`config.mk`:
```
export PLATFORM = sky130hd
export DESIGN_NAME = prog_memory_flat
export DESIGN_NICKNAME = d
export VERILOG_FILES = /design/src/rtl/prog_memory_if.sv /design/src/rtl/prog_memory.sv /design/src/flat_wrapper.sv
export SDC_FILE = /design/constraint.sdc
export NUM_CORES = 2
export LEC_CHECK = 0
export CORE_ASPECT_RATIO = 0.8
export CORE_UTILIZATION = 40
export CTS_CLUSTER_DIAMETER = 60
export DETAILED_ROUTE_END_ITERATION = 8
export PLACE_DENSITY_LB_ADDON = 0.05
export SYNTH_ARGS = -nofsm -noshare
export SYNTH_HDL_FRONTEND = slang
export SYNTH_SLANG_ARGS = --single-unit
```
`constraint.sdc`:
```
create_clock -name clk -period 3.8 [get_ports clk]
set_input_delay 0.76 -clock clk [delete_from_list [all_inputs] [get_ports clk]]
set_output_delay 0.76 -clock clk [all_outputs]
set_load 0.01 [all_outputs]
```
`src/rtl/prog_memory_if.sv`:
```
// Program memory bus: fetch port (pc/stall -> inst/inst_valid/fault) and
// program-load stream (ld_start/ld_valid/ld_data/ld_last -> ld_ready/ld_count).
//   master : fetch/load requester (core or loader)
//   slave  : prog_memory
// DEPTH must match the prog_memory instance so that ld_count widths agree.
interface prog_memory_if #(
   parameter int unsigned DATA_W = 32,
   parameter int unsigned DEPTH  = 128
);
   localparam int unsigned AW = $clog2(DEPTH);

   logic [31:0]       pc;
   logic              stall;
   logic [DATA_W-1:0] inst;
   logic              inst_valid;
   logic              fault;
   logic              ld_start;
   logic              ld_valid;
   logic [DATA_W-1:0] ld_data;
   logic              ld_last;
   logic              ld_ready;
   logic [AW:0]       ld_count;
   logic              running;

   modport master (
      output pc, stall, ld_start, ld_valid, ld_data, ld_last,
      input  inst, inst_valid, fault, ld_ready, ld_count, running
   );

   modport slave (
      input  pc, stall, ld_start, ld_valid, ld_data, ld_last,
      output inst, inst_valid, fault, ld_ready, ld_count, running
   );
endinterface

```
`src/rtl/prog_memory.sv`:
```
// Loadable instruction memory with a registered fetch port.
// A load stream fills words from index 0 (IDLE/LOAD -> RUN on ld_last or a
// full memory); in RUN each unstalled cycle registers the word at pc.
// Out-of-range or misaligned fetches return NOP_WORD and set a sticky fault.
//   clk   : clock, rising edge
//   rst_n : asynchronous active-low reset
//   bus   : prog_memory_if.slave (fetch and load signals)
module prog_memory #(
   parameter int unsigned       DATA_W    = 32,
   parameter int unsigned       DEPTH     = 128,
   parameter int unsigned       BYTE_ADDR = 1,
   parameter logic [DATA_W-1:0] NOP_WORD  = {DATA_W{1'b0}}
) (
   input logic          clk,
   input logic          rst_n,
   prog_memory_if.slave bus
);
   localparam int unsigned AW       = $clog2(DEPTH);
   localparam logic [AW:0] LAST_IDX = (AW + 1)'(DEPTH - 1);
   localparam logic [AW:0] CNT_ONE  = (AW + 1)'(1);

   typedef enum logic [1:0] {StIdle, StLoad, StRun} state_e;

   state_e            state_q;
   logic [AW:0]       ld_count_q;
   logic [DATA_W-1:0] inst_q;
   logic              inst_valid_q;
   logic              fault_q;

   logic [DATA_W-1:0] mem [DEPTH];

   logic [AW-1:0]     fetch_idx;
   logic              fetch_bad;
   logic              ld_accept;
   logic              ld_end;

   // Address decode: byte addresses must be word aligned and within range.
   always_comb begin
      if (BYTE_ADDR != 0) begin
         fetch_idx = bus.pc[AW+1:2];
         fetch_bad = ((bus.pc >> (AW + 2)) != 32'd0) || (bus.pc[1:0] != 2'b00);
      end else begin
         fetch_idx = bus.pc[AW-1:0];
         fetch_bad = (bus.pc >> AW) != 32'd0;
      end
   end

   // ld_start wins over a coincident data beat, so that beat is dropped.
   assign ld_accept = (state_q == StLoad) && bus.ld_valid && !bus.ld_start;
   assign ld_end    = bus.ld_last || (ld_count_q == LAST_IDX);

   // Storage has no reset; contents survive reset and aborted loads.
   always_ff @(posedge clk) begin
      if (ld_accept) begin
         mem[ld_count_q[AW-1:0]] <= bus.ld_data;
      end
   end

   always_ff @(posedge clk or negedge rst_n) begin
      if (!rst_n) begin
         state_q      <= StIdle;
         ld_count_q   <= '0;
         inst_q       <= NOP_WORD;
         inst_valid_q <= 1'b0;
         fault_q      <= 1'b0;
      end else if (bus.ld_start) begin
         state_q      <= StLoad;
         ld_count_q   <= '0;
         inst_q       <= NOP_WORD;
         inst_valid_q <= 1'b0;
         fault_q      <= 1'b0;
      end else begin
         case (state_q)
            StIdle: begin
               inst_q       <= NOP_WORD;
               inst_valid_q <= 1'b0;
            end
            StLoad: begin
               inst_q       <= NOP_WORD;
               inst_valid_q <= 1'b0;
               if (ld_accept) begin
                  ld_count_q <= ld_count_q + CNT_ONE;
                  if (ld_end) begin
                     state_q <= StRun;
                  end
               end
            end
            StRun: begin
               if (!bus.stall) begin
                  if (fetch_bad) begin
                     inst_q       <= NOP_WORD;
                     inst_valid_q <= 1'b0;
                     fault_q      <= 1'b1;
                  end else begin
                     inst_q       <= mem[fetch_idx];
                     inst_valid_q <= 1'b1;
                  end
               end
            end
            default: begin
               state_q      <= StIdle;
               inst_q       <= NOP_WORD;
               inst_valid_q <= 1'b0;
            end
         endcase
      end
   end

   assign bus.inst       = inst_q;
   assign bus.inst_valid = inst_valid_q;
   assign bus.fault      = fault_q;
   assign bus.ld_ready   = (state_q == StLoad);
   assign bus.ld_count   = ld_count_q;
   assign bus.running    = (state_q == StRun);
endmodule
```
`src/flat_wrapper.sv`:
```
// flat-port wrapper written by rule: the top's interface ports become plain ports
module prog_memory_flat 
#(
   parameter int unsigned       DATA_W    = 32,
   parameter int unsigned       DEPTH     = 128,
   parameter int unsigned       BYTE_ADDR = 1,
   parameter logic [DATA_W-1:0] NOP_WORD  = {DATA_W{1'b0}}
)
  (clk, rst_n, bus_pc, bus_stall, bus_ld_start, bus_ld_valid, bus_ld_data, bus_ld_last, bus_inst, bus_inst_valid, bus_fault, bus_ld_ready, bus_ld_count, bus_running);
  prog_memory_if #(.DATA_W(DATA_W), .DEPTH(DEPTH)) bus_i ();
  input logic clk;
  input logic rst_n;
  input wire logic [$bits(bus_i.pc)-1:0] bus_pc;
  input wire logic [$bits(bus_i.stall)-1:0] bus_stall;
  input wire logic [$bits(bus_i.ld_start)-1:0] bus_ld_start;
  input wire logic [$bits(bus_i.ld_valid)-1:0] bus_ld_valid;
  input wire logic [$bits(bus_i.ld_data)-1:0] bus_ld_data;
  input wire logic [$bits(bus_i.ld_last)-1:0] bus_ld_last;
  output wire logic [$bits(bus_i.inst)-1:0] bus_inst;
  output wire logic [$bits(bus_i.inst_valid)-1:0] bus_inst_valid;
  output wire logic [$bits(bus_i.fault)-1:0] bus_fault;
  output wire logic [$bits(bus_i.ld_ready)-1:0] bus_ld_ready;
  output wire logic [$bits(bus_i.ld_count)-1:0] bus_ld_count;
  output wire logic [$bits(bus_i.running)-1:0] bus_running;
  assign bus_i.pc = bus_pc;
  assign bus_i.stall = bus_stall;
  assign bus_i.ld_start = bus_ld_start;
  assign bus_i.ld_valid = bus_ld_valid;
  assign bus_i.ld_data = bus_ld_data;
  assign bus_i.ld_last = bus_ld_last;
  assign bus_inst = bus_i.inst;
  assign bus_inst_valid = bus_i.inst_valid;
  assign bus_fault = bus_i.fault;
  assign bus_ld_ready = bus_i.ld_ready;
  assign bus_ld_count = bus_i.ld_count;
  assign bus_running = bus_i.running;
  prog_memory #(.DATA_W(DATA_W), .DEPTH(DEPTH), .BYTE_ADDR(BYTE_ADDR), .NOP_WORD(NOP_WORD)) u_core (.clk(clk), .rst_n(rst_n), .bus(bus_i));
endmodule
```
Word-level counts from Yosys, hierarchy flattened:

Memory sizes are Yosys's and may differ from the RTL's.
Cells that the tools add are included.

* bits in registers: 44
* bits in writable memories: 4096
* input bits: 70
* output and inout bits: 44
* word-level logic and storage cells: 52
* memories: 1

Memory list
* u_core.mem: depth 128, bits a word 32, rd ports 1, clocked after Yosys merged registers in 0, write ports 1, RTL line prog_memory.sv:30 `logic [DATA_W-1:0] mem [DEPTH];`

* add/sub/neg operators: 1
* equal/unequal tests: 8
* muxes and demuxes: 21
* reduce and logical (&&, ||, !) cells: 16

Operators with widths (number)
* 32-bit two-way mux: 4
* 32-bit nonzero test: 1
* 8-bit two-way mux: 3
* 1-bit two-way mux: 10
* 2-bit nonzero test: 5
* 8-bit by 1-bit adder with 8-bit output (second input constant): 1
* 8-bit by 7-bit equality test with 1-bit output (second input constant): 1
* 2-bit two-way mux: 3
* 3-bit by 2-bit != test with 1-bit output (second input constant): 2
* 3-bit AND reduction: 2
* 2-bit by 1-bit != test with 1-bit output (second input constant): 2
* 2-bit case mux with 2 select lines: 1
* 3-bit != test (second input constant): 1
* 2-bit by 1-bit equality test with 1-bit output (second input constant): 1
* 2-bit equality test (second input constant): 1
* 1-bit logical AND: 2
* 2-bit logical NOT: 1
* 1-bit logical OR: 2
* 2-bit AND reduction: 1
* 2-bit OR reduction: 1
* 1-bit logical NOT: 1

Longest topological paths before layout:

* word-level depth: 6
* mapped depth: 14
* depth with buffers taken out: 7

Worst setup path before layout:

No wires, ideal clock.

* path type: register -> register
* from: register u_core.state_q[1]
* to: memory u_core.mem[127][0] (enable)
* library setup time: 0.461 ns
* data arrival time: 3.777 ns
* data required time: 3.339 ns
* slack: -0.438 ns
* cell stages (with the launch flop): 7
* path buffers: 2
* clock period less this slack: 4.238 ns
* path through: dfrtp_1 > nor2b_1 > and3_1 > nand3_1 > clkbuf_1 > buf_1 > nor3_1

* cells in the longest elaborated chain, start to end: 5

Ends and longest elaborated chain
* start, declared: RTL line prog_memory.sv:24 `state_e state_q;`
* start signal, assigned: RTL line prog_memory.sv:61 `state_q <= StIdle;`
* start signal, assigned: RTL line prog_memory.sv:67 `state_q <= StLoad;`
* start signal, assigned: RTL line prog_memory.sv:84 `state_q <= StRun;`
* 2-bit by 1-bit equality test with 1-bit output
* net bus_ld_ready: RTL line flat_wrapper.sv:22 `output wire logic [$bits(bus_i.ld_ready)-1:0] bus_ld_ready;`
* 1-bit logical AND (2 in series): RTL line prog_memory.sv:49 `assign ld_accept = (state_q == StLoad) && bus.ld_valid && !bus.ld_start;`
* 1-bit two-way mux: RTL line prog_memory.sv:54 `if (ld_accept) begin`
* 1-bit two-way mux (not written as such): RTL line prog_memory.sv:55 `mem[ld_count_q[AW-1:0]] <= bus.ld_data;`
* end, declared: RTL line prog_memory.sv:30

The timed path passes the listed nets, and every way through them passes these cells.

Worst setup path in the final report:

* from: register u_core.state_q[0]
* to: register u_core.inst_q[0] (netlist: u_core.bus.inst[0])

* cells in the longest elaborated chain, start to end: 3
* elaborated cells on any way between the ends: 4
* those cells by class: eq/ne: 2; mux: 2

Ends and longest elaborated chain
* 2-bit equality test *: RTL line prog_memory.sv:73 `case (state_q)`
* 32-bit two-way mux: RTL line prog_memory.sv:73
* 32-bit two-way mux: RTL line prog_memory.sv:66 `end else if (bus.ld_start) begin`
* end signal, assigned: RTL line prog_memory.sv:95 `inst_q <= mem[fetch_idx];`
* end, declared: RTL line prog_memory.sv:26 `logic [DATA_W-1:0] inst_q;`

Every way passes the cells marked *; elsewhere a longest branch is shown, timed or not.
A chain may end at the register's enable or synchronous reset.

==> flow_summary_export.csv <==
group,metric,value,unit
worst_setup_path,cp-end-kind,"register",
logic_synthesis,synth_cell_types,57,
run_status,status,"finished with violations",
min_path,holdCritPathClass,"in2reg",
die,ios,114,
logic_synthesis,ys.warnings.count,0,
logic_synthesis,netlist_area,0.158,sq mm
clock_tree,cts_tree,"yes",
logic_synthesis,synth_area_leaders,"edfxtp_1, mux4_2, mux2i_1",
sta,fin_hold_ws,0.148,ns
sta,rsz0062_at_grt,"false",
pwr,power_frac_seq,51.4,%
sta,max_freq,265,MHz
detailed_routing,drt_iter0_markers,10200,
pwr,ir_worst_vdd,0.452,mV
pwr,p_clk_share,43.1,%
global_route,grt_pass1_vias,80400,
logic_synthesis,yosysSeqAreaShare,78.5,%
die,start_util,40.2,%
detailed_routing,vias_per_cell,5.98,
placement,preCtsSetupSlack,-0.587,ns
detailed_routing,topRoutingLayerUsed,"met5",
sta,setup_tns,0,ns
logic_synthesis,avgSynthCellArea,22.4,sq um
die,core_area,0.393,sq mm
logic_synthesis,synthFlopType,"edfxtp_1",
logic_synthesis,synth-edff-count,4096,
detailed_routing,drt_wl_total,511000,um
clock_tree,cts-root-buf,"clkbuf_16",
pwr,power_frac_comb,5.5,%
pwr,power_density,521,mW/mm^2
die,die_w,705,um
sta,drv_slew,0,
layout,final_cell_area,0.188,sq mm
worst_setup_path,crit_type,"reg2reg",
sta,fin_skew,0.0515,ns
run_status,violations,"max-capacitance violations",
logic_synthesis,synth_top_area_share,77.9,%
pwr,leakagePower,59.9,nW
logic_synthesis,syn_nets,7127,
layout,final_core_util,47.7,%
logic_synthesis,yosysMostFrequentCell,"edfxtp_1",
global_route,track_usage,25.4,%
clock_tree,cts_setup_buffers,0,
worst_setup_path,worstPathArrival,4.72,ns
logic_synthesis,yosysTopAreaCell,"edfxtp_1",
sta,setup_viol,0,
global_route,grt_max_degree,92,
detailed_routing,wl_met3,37600,um
pwr,p_int,76.3,mW
sta,max-slew-margin-rel,1.84,%
logic_synthesis,async_flop_share,1.06,%
detailed_routing,vias,80700,
placement,io_buffers,113,
die,dieArea,0.398,sq mm
detailed_routing,ant_nets,0,
clock_tree,cts_resized,0,
detailed_routing,met2_length,228000,um
sta,worst_slew_pin_slew,1.47,ns
die,rows,206,
logic_synthesis,synth_seq_cells,4140,
worst_setup_path,cp.required,4.75,ns
clock_tree,cts_made_buffers,430,
placement,dpl-instance-area,0.174,sq mm
worst_setup_path,reg2reg_slack,0.03,ns
global_route,grt-ovfl-total,0,
detailed_routing,dr.pass1.iters,8,
global_route,antenna_found_initial,48,
placement,dp_hpwl,310000,um
sta,finalCritPeriodShare,99.1,%
logic_synthesis,syn_inst,7056,
job,maxCapViolations,1,
die,die_y,564,um
layout,area_delta_synth_final,18.7,%
clock_tree,clock_latency,1.03,ns
clock_tree,clk_pin_slew,0.06,ns
layout,drive_gt1_share,30.6,%
placement,gp_congestion,0.887,
clock_tree,clock_path_buffers,4,
logic_synthesis,synth_common_cells,"edfxtp_1, mux4_2, mux2i_1",
worst_setup_path,cp-start-kind,"register",
worst_setup_path,crit_fanout,10,
detailed_routing,met1_length,232000,um
detailed_routing,wl_per_cell,37.8,um
pwr,swShare,21.9,%
pwr,switchingPower,21.4,mW
clock_tree,cts_num_sinks,4140,
clock_tree,h-tree-depth,5,
sta,setup_ws,0.0327,ns
sta,period_needed,3.77,ns
global_route,grt_pass1_wl,692000,um
sta,final_hold_viol_count,0,
detailed_routing,drc_errors,0,
layout,nNetsFinal,8017,
layer usage:
| layer | track usage, % | vias to the layer above |
|---|---|---|
| li1 | - | 32200 |
| met1 | 39.1 | 44700 |
| met2 | 38.2 | 3270 |
| met3 | 3.62 | 572 |
| met4 | 6.22 | 6 |
| met5 | 0 | - |
layout by cell type, fill, tap and decap left out, types with 42 or more instances in the layout:
master,n
edfxtp_1,4096
mux4_2,897
buf_4,522
clkbuf_16,438
mux2i_1,289
buf_12,268
nand2_1,182
a22oi_1,178
o221ai_1,121
o22ai_1,92
clkinv_1,87
clkinv_2,85
nor2_4,83
clkbuf_1,81
clkdlybuf4s50_1,73
a21oi_1,69
mux2_2,62
nor2_1,61
a221oi_1,50
and3_1,46
dfrtp_1,44
bufinv_16,42
critical path, cell delays in order (launching register included):
cell	delay [ns]
dfrtp_1	0.37
nand2b_1	0.15
inv_1	0.34
nand2_1	0.31
or4_1	0.46
buf_4	0.17
buf_4	0.22
a2111oi_1	1.17
buf_4	0.30
a222oi_1	0.10
nand3_1	0.09
final timing paths:
| check | start | end | cells after the start |
|---|---|---|---|
| worst max-delay path | u_core.state_q[0]$_DFFE_PN0P_ | u_core.bus.inst[0]$_DFFE_PN0P_ | 10 |
| worst min-delay path | bus_ld_data[29] | u_core.mem[101][29]$_DFFE_PP_ | 1 |
| worst max register to register | u_core.state_q[0]$_DFFE_PN0P_ | u_core.bus.inst[0]$_DFFE_PN0P_ | 10 |
| worst min register to register | u_core.bus.inst[4]$_DFFE_PN0P_ | u_core.bus.inst[4]$_DFFE_PN0P_ | 1 |
| max in group asynchronous | rst_n | u_core.bus.inst[11]$_DFFE_PN0P_ | 3 |
| min in group asynchronous | rst_n | u_core.bus.inst[17]$_DFFE_PN0P_ | 2 |
power by group through the flow:
stage               registers [mW]  logic (mW)  clock network [mW]
detailed placement            51.2        5.37                   0
finish                        50.2        5.32                42.1
floorplan                     51.2        2.23                   0
CTS                           50.2        5.38                42.9
global route                  50.2        5.56                44.5
global placement              51.2        5.32                   0
registers in the layout (all words and copies together) (netlist names):
name,count
u_core.mem,4096
u_core.bus.inst_valid,1
u_core.bus.inst,32
u_core.bus.fault,1
u_core.bus.ld_count,8
u_core.state_q,2
cells by family after synthesis:
logic type | synth area share [%]
compound gates | 3.13
xor+xnor | 0.0222
fa+ha+maj | 0.00792
buf+inv | 1.39
flops | 78.5
mux | 15.2
simple gates | 1.68
stage by stage:
stage,total power [mW],std cells
6_report,97.6,13500
5_1_grt,100,13500
3_5_place_dp,56.6,12700
2_1_floorplan,53.4,7056
4_1_cts,98.5,13500
3_3_place_gp,56.5,12700
area by class of cell:
type                       instances  area [sq um]
antenna                            9          22.5
tap                             5200          6510
clock inverter                   256          2450
sequential                      4140        124000
inverter                           6          30.0
timing repair buffer             871         10100
fill                           32100        206000
multi-input combinational       2497         32900
clock buffer                     531         11400
timing repair:
action,in CTS,in global routing
hold buffers,1,0
hold endpoints to repair,22,0
setup endpoints to repair,0,0
(Power assumes the default switching activity.)
